<file path="src/rtl/cpu_control_fsm.sv">
// Multi-cycle control sequencer for the 16-bit CPU: steps the datapath through fetch,
// execute, memory and interrupt-entry phases and drives every select and write enable.
module cpu_control_fsm #(
  parameter int unsigned IW = 16
) (
  input  logic          i_clk,
  input  logic          i_rst,
  input  logic [IW-1:0] i_instr,
  input  logic [3:0]    i_flags,
  input  logic          i_mem_rdy,
  input  logic          i_int_req,
  output logic          o_mem_read,
  output logic          o_mem_write,
  output logic          o_ir_we,
  output logic          o_pc_we,
  output logic          o_reg_we,
  output logic          o_lr_we,
  output logic          o_flag_we,
  output logic [2:0]    o_pc_sel,
  output logic          o_op1_sel,
  output logic [1:0]    o_op2_sel,
  output logic          o_imm_sel,
  output logic          o_wd_sel,
  output logic [1:0]    o_rs1_sel,
  output logic [1:0]    o_rw_sel,
  output logic          o_lr_sel,
  output logic          o_flag_sel,
  output logic [1:0]    o_alu_or_sel,
  output logic          o_int_ack,
  output logic          o_int_en
);

  typedef enum logic [2:0] {
    StFetch  = 3'd0,
    StExec   = 3'd1,
    StMem    = 3'd2,
    StSpUpd  = 3'd3,
    StIntEnt = 3'd4
  } state_e;

  // Select encodings
  localparam logic [2:0] PcOne    = 3'b000;
  localparam logic [2:0] PcAluOut = 3'b001;
  localparam logic [2:0] PcLr     = 3'b011;
  localparam logic [2:0] PcInt    = 3'b111;
  localparam logic       Op1Rd1   = 1'b0;
  localparam logic       Op1Pc    = 1'b1;
  localparam logic [1:0] Op2Imm   = 2'b00;
  localparam logic [1:0] Op2Rd2   = 2'b01;
  localparam logic [1:0] Op2Zero  = 2'b10;
  localparam logic       ImmLong  = 1'b0;
  localparam logic       ImmShort = 1'b1;
  localparam logic       WdAlu    = 1'b0;
  localparam logic       WdSys    = 1'b1;
  localparam logic [1:0] Rs1Rd    = 2'b00;
  localparam logic [1:0] Rs1Seven = 2'b10;
  localparam logic [1:0] RwRd     = 2'b01;
  localparam logic [1:0] RwSeven  = 2'b10;
  localparam logic       LrSys    = 1'b0;
  localparam logic       LrPc     = 1'b1;
  localparam logic       FlagSys  = 1'b0;
  localparam logic       FlagAlu  = 1'b1;
  localparam logic [1:0] AluNone  = 2'b00;
  localparam logic [1:0] AluAdd   = 2'b10;
  localparam logic [1:0] AluSub   = 2'b11;

  // Opcodes
  localparam logic [4:0] OpLdw   = 5'b00000;
  localparam logic [4:0] OpPop   = 5'b00001;
  localparam logic [4:0] OpAdd   = 5'b00010;
  localparam logic [4:0] OpAddib = 5'b00011;
  localparam logic [4:0] OpAdc   = 5'b00100;
  localparam logic [4:0] OpAdci  = 5'b00101;
  localparam logic [4:0] OpAddi  = 5'b00110;
  localparam logic [4:0] OpCmp   = 5'b00111;
  localparam logic [4:0] OpStw   = 5'b01000;
  localparam logic [4:0] OpPush  = 5'b01001;
  localparam logic [4:0] OpSub   = 5'b01010;
  localparam logic [4:0] OpSubib = 5'b01011;
  localparam logic [4:0] OpSuc   = 5'b01100;
  localparam logic [4:0] OpSuci  = 5'b01101;
  localparam logic [4:0] OpSubi  = 5'b01110;
  localparam logic [4:0] OpCmpi  = 5'b01111;
  localparam logic [4:0] OpAnd   = 5'b10000;
  localparam logic [4:0] OpOr    = 5'b10001;
  localparam logic [4:0] OpNot   = 5'b10010;
  localparam logic [4:0] OpXor   = 5'b10011;
  localparam logic [4:0] OpLui   = 5'b10100;
  localparam logic [4:0] OpLli   = 5'b10101;
  localparam logic [4:0] OpNand  = 5'b10110;
  localparam logic [4:0] OpNor   = 5'b10111;
  localparam logic [4:0] OpIntr  = 5'b11001;
  localparam logic [4:0] OpNeg   = 5'b11010;
  localparam logic [4:0] OpAsr   = 5'b11100;
  localparam logic [4:0] OpLsr   = 5'b11101;
  localparam logic [4:0] OpBr    = 5'b11110;
  localparam logic [4:0] OpLsl   = 5'b11111;

  localparam logic [2:0] CondJmp = 3'b001;
  localparam logic [2:0] CondRet = 3'b010;
  localparam logic [2:0] CondBwl = 3'b011;
  localparam logic [2:0] CondBlt = 3'b100;
  localparam logic [2:0] CondBge = 3'b101;
  localparam logic [2:0] CondBne = 3'b110;
  localparam logic [2:0] CondBe  = 3'b111;

  localparam logic [2:0] SubReti = 3'd0;
  localparam logic [2:0] SubEnai = 3'd1;
  localparam logic [2:0] SubDisi = 3'd2;
  localparam logic [2:0] SubLdf  = 3'd3;
  localparam logic [2:0] SubStf  = 3'd4;

  state_e     r_state, w_state_d;
  logic       r_int_en, w_int_en_d;
  logic       r_fetch_first;
  logic [4:0] w_opcode;
  logic [2:0] w_cond;
  logic [2:0] w_sub;
  logic       w_flag_z, w_flag_v, w_flag_n;
  logic       w_taken;
  logic       w_alu_cls, w_alu_imm, w_imm_long, w_is_cmp, w_no_flags;
  logic       w_unused;

  assign w_opcode = i_instr[IW-1:IW-5];
  assign w_cond   = i_instr[IW-6:IW-8];
  assign w_sub    = i_instr[2:0];
  assign w_flag_z = i_flags[0];
  assign w_flag_v = i_flags[2];
  assign w_flag_n = i_flags[3];
  assign w_unused = ^{i_instr[IW-9:3], i_flags[1]};
  assign o_int_en = r_int_en;

  // ALU-class decode: which opcodes write Rd, take an immediate, use the long immediate
  always_comb begin
    w_alu_cls  = 1'b0;
    w_alu_imm  = 1'b0;
    w_imm_long = 1'b0;
    w_is_cmp   = 1'b0;
    w_no_flags = 1'b0;
    case (w_opcode)
      OpAdd, OpAdc, OpNeg, OpSub, OpSuc, OpAnd, OpOr, OpXor,
      OpNot, OpNand, OpNor, OpLsl, OpLsr, OpAsr: w_alu_cls = 1'b1;
      OpAddi, OpAdci, OpSubi, OpSuci: begin
        w_alu_cls = 1'b1;
        w_alu_imm = 1'b1;
      end
      OpAddib, OpSubib: begin
        w_alu_cls  = 1'b1;
        w_alu_imm  = 1'b1;
        w_imm_long = 1'b1;
      end
      OpLui, OpLli: begin
        w_alu_cls  = 1'b1;
        w_alu_imm  = 1'b1;
        w_imm_long = 1'b1;
        w_no_flags = 1'b1;
      end
      OpCmp: begin
        w_alu_cls = 1'b1;
        w_is_cmp  = 1'b1;
      end
      OpCmpi: begin
        w_alu_cls = 1'b1;
        w_alu_imm = 1'b1;
        w_is_cmp  = 1'b1;
      end
      default: ;
    endcase
  end

  always_comb begin
    case (w_cond)
      CondBne: w_taken = ~w_flag_z;
      CondBe:  w_taken = w_flag_z;
      CondBlt: w_taken = w_flag_n ^ w_flag_v;
      CondBge: w_taken = ~(w_flag_n ^ w_flag_v);
      default: w_taken = 1'b1;
    endcase
  end

  always_ff @(posedge i_clk or posedge i_rst) begin
    if (i_rst) begin
      r_state       <= StFetch;
      r_int_en      <= 1'b0;
      r_fetch_first <= 1'b1;
    end else begin
      r_state       <= w_state_d;
      r_int_en      <= w_int_en_d;
      r_fetch_first <= (r_state != StFetch);
    end
  end

  always_comb begin
    w_state_d    = r_state;
    w_int_en_d   = r_int_en;
    o_mem_read   = 1'b0;
    o_mem_write  = 1'b0;
    o_ir_we      = 1'b0;
    o_pc_we      = 1'b0;
    o_reg_we     = 1'b0;
    o_lr_we      = 1'b0;
    o_flag_we    = 1'b0;
    o_pc_sel     = PcOne;
    o_op1_sel    = Op1Rd1;
    o_op2_sel    = Op2Imm;
    o_imm_sel    = ImmLong;
    o_wd_sel     = WdAlu;
    o_rs1_sel    = Rs1Rd;
    o_rw_sel     = RwRd;
    o_lr_sel     = LrSys;
    o_flag_sel   = FlagAlu;
    o_alu_or_sel = AluNone;
    o_int_ack    = 1'b0;
    // Outputs stay at their defaults while reset is held so a bus strobe drops at once
    if (!i_rst) begin
      case (r_state)
        StFetch: begin
          if (r_fetch_first && i_int_req && r_int_en) begin
            w_state_d = StIntEnt;
          end else begin
            o_mem_read = 1'b1;
            if (i_mem_rdy) begin
              o_ir_we   = 1'b1;
              o_pc_we   = 1'b1;
              w_state_d = StExec;
            end
          end
        end
        StExec: begin
          w_state_d = StFetch;
          if (w_alu_cls) begin
            o_reg_we  = ~w_is_cmp;
            o_flag_we = ~w_no_flags;
            o_op2_sel = w_alu_imm ? Op2Imm : Op2Rd2;
            o_imm_sel = w_imm_long ? ImmLong : ImmShort;
          end else begin
            case (w_opcode)
              OpLdw, OpStw: begin
                o_imm_sel = ImmShort;
                w_state_d = StMem;
              end
              OpPush: begin
                o_rs1_sel    = Rs1Seven;
                o_op2_sel    = Op2Zero;
                o_alu_or_sel = AluSub;
                o_rw_sel     = RwSeven;
                o_reg_we     = 1'b1;
                w_state_d    = StMem;
              end
              OpPop: w_state_d = StMem;
              OpBr: begin
                if (w_taken) begin
                  o_pc_we   = 1'b1;
                  o_pc_sel  = (w_cond == CondRet) ? PcLr : PcAluOut;
                  o_op1_sel = (w_cond == CondJmp) ? Op1Rd1 : Op1Pc;
                  o_imm_sel = ImmLong;
                  if (w_cond == CondBwl) begin
                    o_lr_we  = 1'b1;
                    o_lr_sel = LrPc;
                  end
                end
              end
              OpIntr: begin
                case (w_sub)
                  SubReti: begin
                    o_pc_sel   = PcLr;
                    o_pc_we    = 1'b1;
                    w_int_en_d = 1'b1;
                  end
                  SubEnai: w_int_en_d = 1'b1;
                  SubDisi: w_int_en_d = 1'b0;
                  SubLdf: begin
                    o_flag_we  = 1'b1;
                    o_flag_sel = FlagSys;
                  end
                  SubStf: begin
                    o_reg_we = 1'b1;
                    o_wd_sel = WdSys;
                  end
                  default: ;
                endcase
              end
              default: ;
            endcase
          end
        end
        StMem: begin
          case (w_opcode)
            OpLdw: begin
              o_imm_sel  = ImmShort;
              o_mem_read = 1'b1;
              if (i_mem_rdy) begin
                o_reg_we  = 1'b1;
                o_wd_sel  = WdSys;
                w_state_d = StFetch;
              end
            end
            OpStw: begin
              o_imm_sel   = ImmShort;
              o_mem_write = 1'b1;
              if (i_mem_rdy) w_state_d = StFetch;
            end
            OpPush: begin
              o_rs1_sel   = Rs1Seven;
              o_op2_sel   = Op2Zero;
              o_mem_write = 1'b1;
              if (i_mem_rdy) w_state_d = StFetch;
            end
            OpPop: begin
              o_rs1_sel  = Rs1Seven;
              o_op2_sel  = Op2Zero;
              o_mem_read = 1'b1;
              if (i_mem_rdy) begin
                o_reg_we  = 1'b1;
                o_wd_sel  = WdSys;
                w_state_d = StSpUpd;
              end
            end
            default: w_state_d = StFetch;
          endcase
        end
        StSpUpd: begin
          o_rs1_sel    = Rs1Seven;
          o_op2_sel    = Op2Zero;
          o_alu_or_sel = AluAdd;
          o_rw_sel     = RwSeven;
          o_reg_we     = 1'b1;
          w_state_d    = StFetch;
        end
        StIntEnt: begin
          o_lr_we    = 1'b1;
          o_lr_sel   = LrPc;
          o_pc_we    = 1'b1;
          o_pc_sel   = PcInt;
          o_int_ack  = 1'b1;
          w_int_en_d = 1'b0;
          w_state_d  = StFetch;
        end
        default: w_state_d = StFetch;
      endcase
    end
  end

endmodule

</file>
<file path="config.mk">
export PLATFORM = sky130hd
export DESIGN_NAME = cpu_control_fsm
export DESIGN_NICKNAME = d
export VERILOG_FILES = /design/src/rtl/cpu_control_fsm.sv
export SDC_FILE = /design/constraint.sdc
export NUM_CORES = 1
export LEC_CHECK = 0
export CAP_MARGIN = 20
export CORE_ASPECT_RATIO = 1.1
export CORE_MARGIN = 10
export CORE_UTILIZATION = 42
export DETAILED_ROUTE_END_ITERATION = 10
export GPL_TIMING_DRIVEN = 0
export PLACE_DENSITY = 0.85
export RECOVER_POWER = 50
export REMOVE_ABC_BUFFERS = 1
export SETUP_SLACK_MARGIN = 0.05
export SYNTH_ARGS = -nofsm -noshare
export SYNTH_HDL_FRONTEND = slang
export SYNTH_SLANG_ARGS = --single-unit
</file>
<file path="constraint.sdc">
create_clock -name i_clk -period 6.85 [get_ports i_clk]
set_clock_uncertainty 0.2 [all_clocks]
set_input_delay 2.055 -clock i_clk [delete_from_list [all_inputs] [get_ports i_clk]]
set_output_delay 2.055 -clock i_clk [all_outputs]
set_load 0.02 [all_outputs]
</file>
* Yosys cells after proc, flatten, opt, wreduce, memory -nomap -nowiden *
Cells that the tools add are included.

word-level totals
  output and inout bits = 25
  ROM bits = 0
  memories kept = 0
  RAM bits = 0
  flip-flop bits (word level) = 5
  word-level logic and storage cells = 178
  latch bits = 0

operators by class
  add/sub/neg operators = 0
  div/mod/pow operators = 0
  bitwise operators = 6
  reduce and logical (&&, ||, !) cells = 21
  $mul = 0
  $lt $le $gt $ge = 0
  shift operators = 0
  eq/ne operators = 50
  mux-type cells = 98

operator list
  cell                                                                   count
  5-bit equality test, second input constant                             14
  1-bit 2-to-1 mux                                                       56
  5-bit by 4-bit equality test with 1-bit output, second input constant  8
  2-bit 2-to-1 mux                                                       18
  24-bit OR reduction                                                    1
  5-bit by 3-bit equality test with 1-bit output, second input constant  4
  3-bit by 2-bit equality test with 1-bit output, second input constant  6
  3-bit equality test, second input constant                             6
  1-bit one-hot mux with 2 select lines                                  8
  3-bit 2-to-1 mux                                                       5
  2-bit OR reduction                                                     7
  3-bit != test, second input constant                                   4
  2-bit one-hot mux with 2 select lines                                  3
  2-bit one-hot mux with 3 select lines                                  2
  3-bit one-hot mux with 2 select lines                                  2
  5-bit by 2-bit equality test with 1-bit output, second input constant  2
  3-bit by 1-bit equality test with 1-bit output, second input constant  3
  3-bit one-hot mux with 3 select lines                                  1
  9-bit OR reduction                                                     1
  4-bit OR reduction                                                     2
  3-bit zero test                                                        2
  1-bit one-hot mux with 3 select lines                                  2
  5-bit by 1-bit equality test with 1-bit output, second input constant  1
  5-bit zero test                                                        1
  other kinds (10)                                                       16

* Logic depth before layout (Yosys ltp) *
  depth after elaboration = 8
  mapped depth = 6
  gate-level depth less buffers = 5

* Worst setup path after synthesis *
Ideal clock, no wire load.

  kind = input to output
  from = in i_instr[12]
  to = out o_rs1_sel[1]
  stages on the path = 5
  data arrival time = 3.509 ns
  data required time = 4.595 ns
  path buffers = 1
  path slack = 1.086 ns
  path through = nand4bb_1 -> nor2_1 -> nor2_1 -> nor4_1 -> buf_4

on the way
  word-level cells in the longest chain between the ends = 6
  elaborated cells on any way between the ends = 34
  those cells by class = eq/ne: 26; mux: 6; reduce/logical: 2

RTL lines
  item                                         line  source
  from (decl)                                  8     input logic [IW-1:0] i_instr,
  5-bit equality test (tied with other cells)  140   case (w_opcode)
  24-bit OR reduction (no source line)         -
  1-bit 2-to-1 mux                             140
  2-bit 2-to-1 mux                             231   if (w_alu_cls) begin
  2-bit one-hot mux with 3 select lines *      216   case (r_state)
  2-bit 2-to-1 mux *                           215   if (!i_rst) begin
  to (decl)                                    24    output logic [1:0] o_rs1_sel,

Every way passes the cells marked *; elsewhere a longest branch is shown, timed or not.

* Final worst setup path *
  from = in i_instr[15]
  to = out o_imm_sel

on the way
  word-level cells in the longest chain between the ends = 7
  elaborated cells on any way between the ends = 36
  those cells by class = eq/ne: 25; mux: 7; reduce/logical: 4

RTL lines
  item                                         line  source
  5-bit equality test (tied with other cells)  140
  4-bit OR reduction (no source line)          -
  1-bit 2-to-1 mux                             140
  1-bit 2-to-1 mux                             235   o_imm_sel = w_imm_long ? ImmLong : ImmShort;
  1-bit 2-to-1 mux                             231
  1-bit one-hot mux with 2 select lines *      216
  1-bit 2-to-1 mux *                           215
  to (decl)                                    22    output logic o_imm_sel,

Marked as above.

==> results.json <==
{
  "io_buffer_count": 41,
  "routed_wl_per_cell_um": 16.21,
  "place.detailed.instances": 191,
  "grt_remaining_overflow": 0,
  "grt_use_total": 0.1345,
  "cts_tree": "yes",
  "path_clk_slew_ps": 40,
  "chipWidth_um": 64.62,
  "crit_path_max_incr_delay_ps": 660,
  "cp_data_required_time_ps": 4600,
  "drv_slew": 0,
  "cts_setup_buffers": 0,
  "route.final.wire_length_um": 3160,
  "hold_ws_ps": 387.8,
  "skew_pair_late_insertion_delay_ps": 240,
  "max-slew-margin-rel": 0.6625,
  "period_minus_ws_final_ps": 6675,
  "max-clock-path-buffers": 2,
  "timing.critical_path.buf_inv": 2,
  "synth_seq_cells": 5,
  "rows": 17,
  "min-delay-path-class": "reg2reg",
  "design.final.nets": 192,
  "cp_data_arrival_time_ps": 4420,
  "maxCapViolCount": 0,
  "detailedRoute.firstPassIterationCount": 4,
  "area_delta_synth_final_pct": 44.90,
  "ioPinCount": 49,
  "final_cells": 195,
  "async_reset_ff_frac": 1.000,
  "synth.cell_area_sq_um": 919.6,
  "synth_sequential_area_ratio": 0.1374,
  "floorplan.die_area_sq_um": 4463,
  "top_cell_family_by_delay_on_the_critical_path": "buffers and inverters",
  "commonest_cells_after_routing_fill_and_taps_aside": "31 x clkdlybuf4s50_1, 12 x nor2_1, 11 x nand2_1, 10 x a21oi_1, 7 x dlygate4sd3_1",
  "final_hold_viol_count": 0,
  "detailroute.via_count": 1136,
  "grt_pass1_wl_um": 5209,
  "finalWeightedCongestion": 0.8582,
  "outcome": "finished, final reports clean",
  "worstSetupPathType": "in2out",
  "hpwlAfterDp_um": 2520,
  "placeable_core_region_sq_um": 2042,
  "worst-path-max-fanout": 13,
  "fin_setup_tns_ps": 0,
  "cts_root_buffer": "clkbuf_4",
  "fmax_ghz": 0.1498,
  "cts_num_sinks": 5,
  "height_of_the_die_um": 69.08,
  "cts_buffers": 3,
  "setup_viol": 0,
  "drt_first_iter_violations": 53,
  "synth_flop_cell": "dfrtp_1",
  "power.density_nw_per_um2": 138.5,
  "power_mw": 0.1846,
  "synthCells": 137,
  "cts_max_level": 1,
  "finish.utilization": 0.6526,
  "synthesized_area_per_cell_sq_um": 6.713,
  "timing.critical_path.slowest_stage_cell": "clkdlybuf4s50_1",
  "netlist-cell-type-count": 50,
  "vias_per_cell": 5.826,
  "insertedDiodeCount": 0,
  "yosysWarnings": 0,
  "critPathMostFrequentCell": "clkdlybuf4s50_1",
  "rsz0062_at_grt": "yes",
  "starting_density": 0.4504,
  "peakVddDrop_uv": 69.99,
  "tightestPinTransition_ps": 504.7,
  "mostFrequentLayoutCell": "clkdlybuf4s50_1",
  "cp_cell_sequence": "clkdlybuf4s50_1 > or3_1 > nor2_1 > nand3_1 > a211oi_1 > clkdlybuf4s50_1",
  "power_leakage_nw": 0.5167,
  "final.period_utilization": 0.9745,
  "grt_max_degree": 16,
  "setup.worst_path.start_class": "primary input",
  "antenna_found_initial": 0,
  "num-fill-cells": 194,
  "antenna_violating_nets_post_route": 0,
  "synth-edff-count": 0,
  "vias_in_the_first_global_route": 1090,
  "final_layout_size_suffix_gt1_frac": 0.05988,
  "drt_drc": 0,
  "endpoint_kind": "output port"
}
## stage by stage
stage	setup WS, ps	instance area [sq um]
2_1_floorplan	884.3	845.8
3_3_place_gp	5.649	1291
3_5_place_dp	13.05	1291
4_1_cts	113.6	1316
5_1_grt	47.96	1333
6_report	174.8	1333
## sequential cells by signal, summed over array words and instances, names as in the netlist
register       count
r_fetch_first      1
r_state            3
o_int_en           1
## kinds of logic (layout without fill, tap and decap cells)
kind of cell | count (synthesis) | count (layout) | share of synthesized area
buffers and inverters | 19 | 49 | 0.09659
AOI/OAI and AO/OA | 39 | 39 | 0.2708
DFF | 5 | 5 | 0.1374
muxes | 2 | 2 | 0.02177
xor gates and xnor gates | 2 | 2 | 0.01905
other | 1 | 1 | 0.004078
and+or+nand+nor | 69 | 69 | 0.4503
## layer usage
layer	wire (um)	track usage	vias to the layer above	share of wire
met1	1270	0.1518	533	0.40
li1	-	-	567	-
met3	177	0.03543	2	0.056
met5	0	0	-	0
met2	1708	0.2446	34	0.54
met4	4	0.02123	0	0.0013
## cell usage after synthesis, types with 3 or more instances
library cell / count / area share
dfrtp_1: 4 / 0.11
nor2_1: 12 / 0.049
nor2b_1: 3 / 0.020
or3_1: 5 / 0.034
nand3b_1: 3 / 0.024
inv_1: 4 / 0.016
clkbuf_1: 9 / 0.037
nand3_1: 4 / 0.022
a21oi_1: 10 / 0.054
nor3_2: 3 / 0.033
buf_4: 4 / 0.033
a31oi_1: 5 / 0.034
nor3_1: 6 / 0.033
o21ai_1: 8 / 0.044
nand2_1: 11 / 0.045
## power breakdown
| part | switching [mW] | internal, mW | leakage (nW) | total, mW |
|---|---|---|---|---|
| Clock | 0.0118 | 0.0220 | 0.0150 | 0.0338 |
| Sequential | 0.0131 | 0.0373 | 0.0642 | 0.0504 |
| Combinational | 0.0540 | 0.0464 | 0.438 | 0.100 |
| Total | 0.0788 | 0.106 | 0.517 | 0.185 |
## final cells by class
class | instances | area, sq um | area share
flip-flops and latches | 5 | 126.4 | 0.09484
multi-input cells | 113 | 715.7 | 0.5371
inverters | 4 | 15.01 | 0.01127
clock buffers | 4 | 26.28 | 0.01972
well taps | 28 | 35.03 | 0.02629
repair buffers | 41 | 414.1 | 0.3108
## worst reg2reg max path, delay by kind of cell, from the launching register on
kind | cells | cell delay [ps]
AOI/OAI and AO/OA | 2 | 330
and+or+nand+nor | 2 | 820
DFF | 1 | 550
## worst paths after layout
check,from,end,slack (ps),cells past startpoint
worst max-delay path,i_instr[15],o_imm_sel,170,6
worst min-delay path,r_fetch_first,r_state[2],390,2
worst max register to register,r_state[1],o_int_en,4850,4
worst min register to register,r_fetch_first,r_state[2],390,2
max in group asynchronous,i_rst,r_fetch_first,4290,2
min in group asynchronous,i_rst,r_state[0],1900,2
## timing repair
item                       4_1_cts  5_1_grt
setup endpoints to repair        4        5
hold buffers                     0        0
resized for setup                1        4
Power figures use the tool's default switching activity.
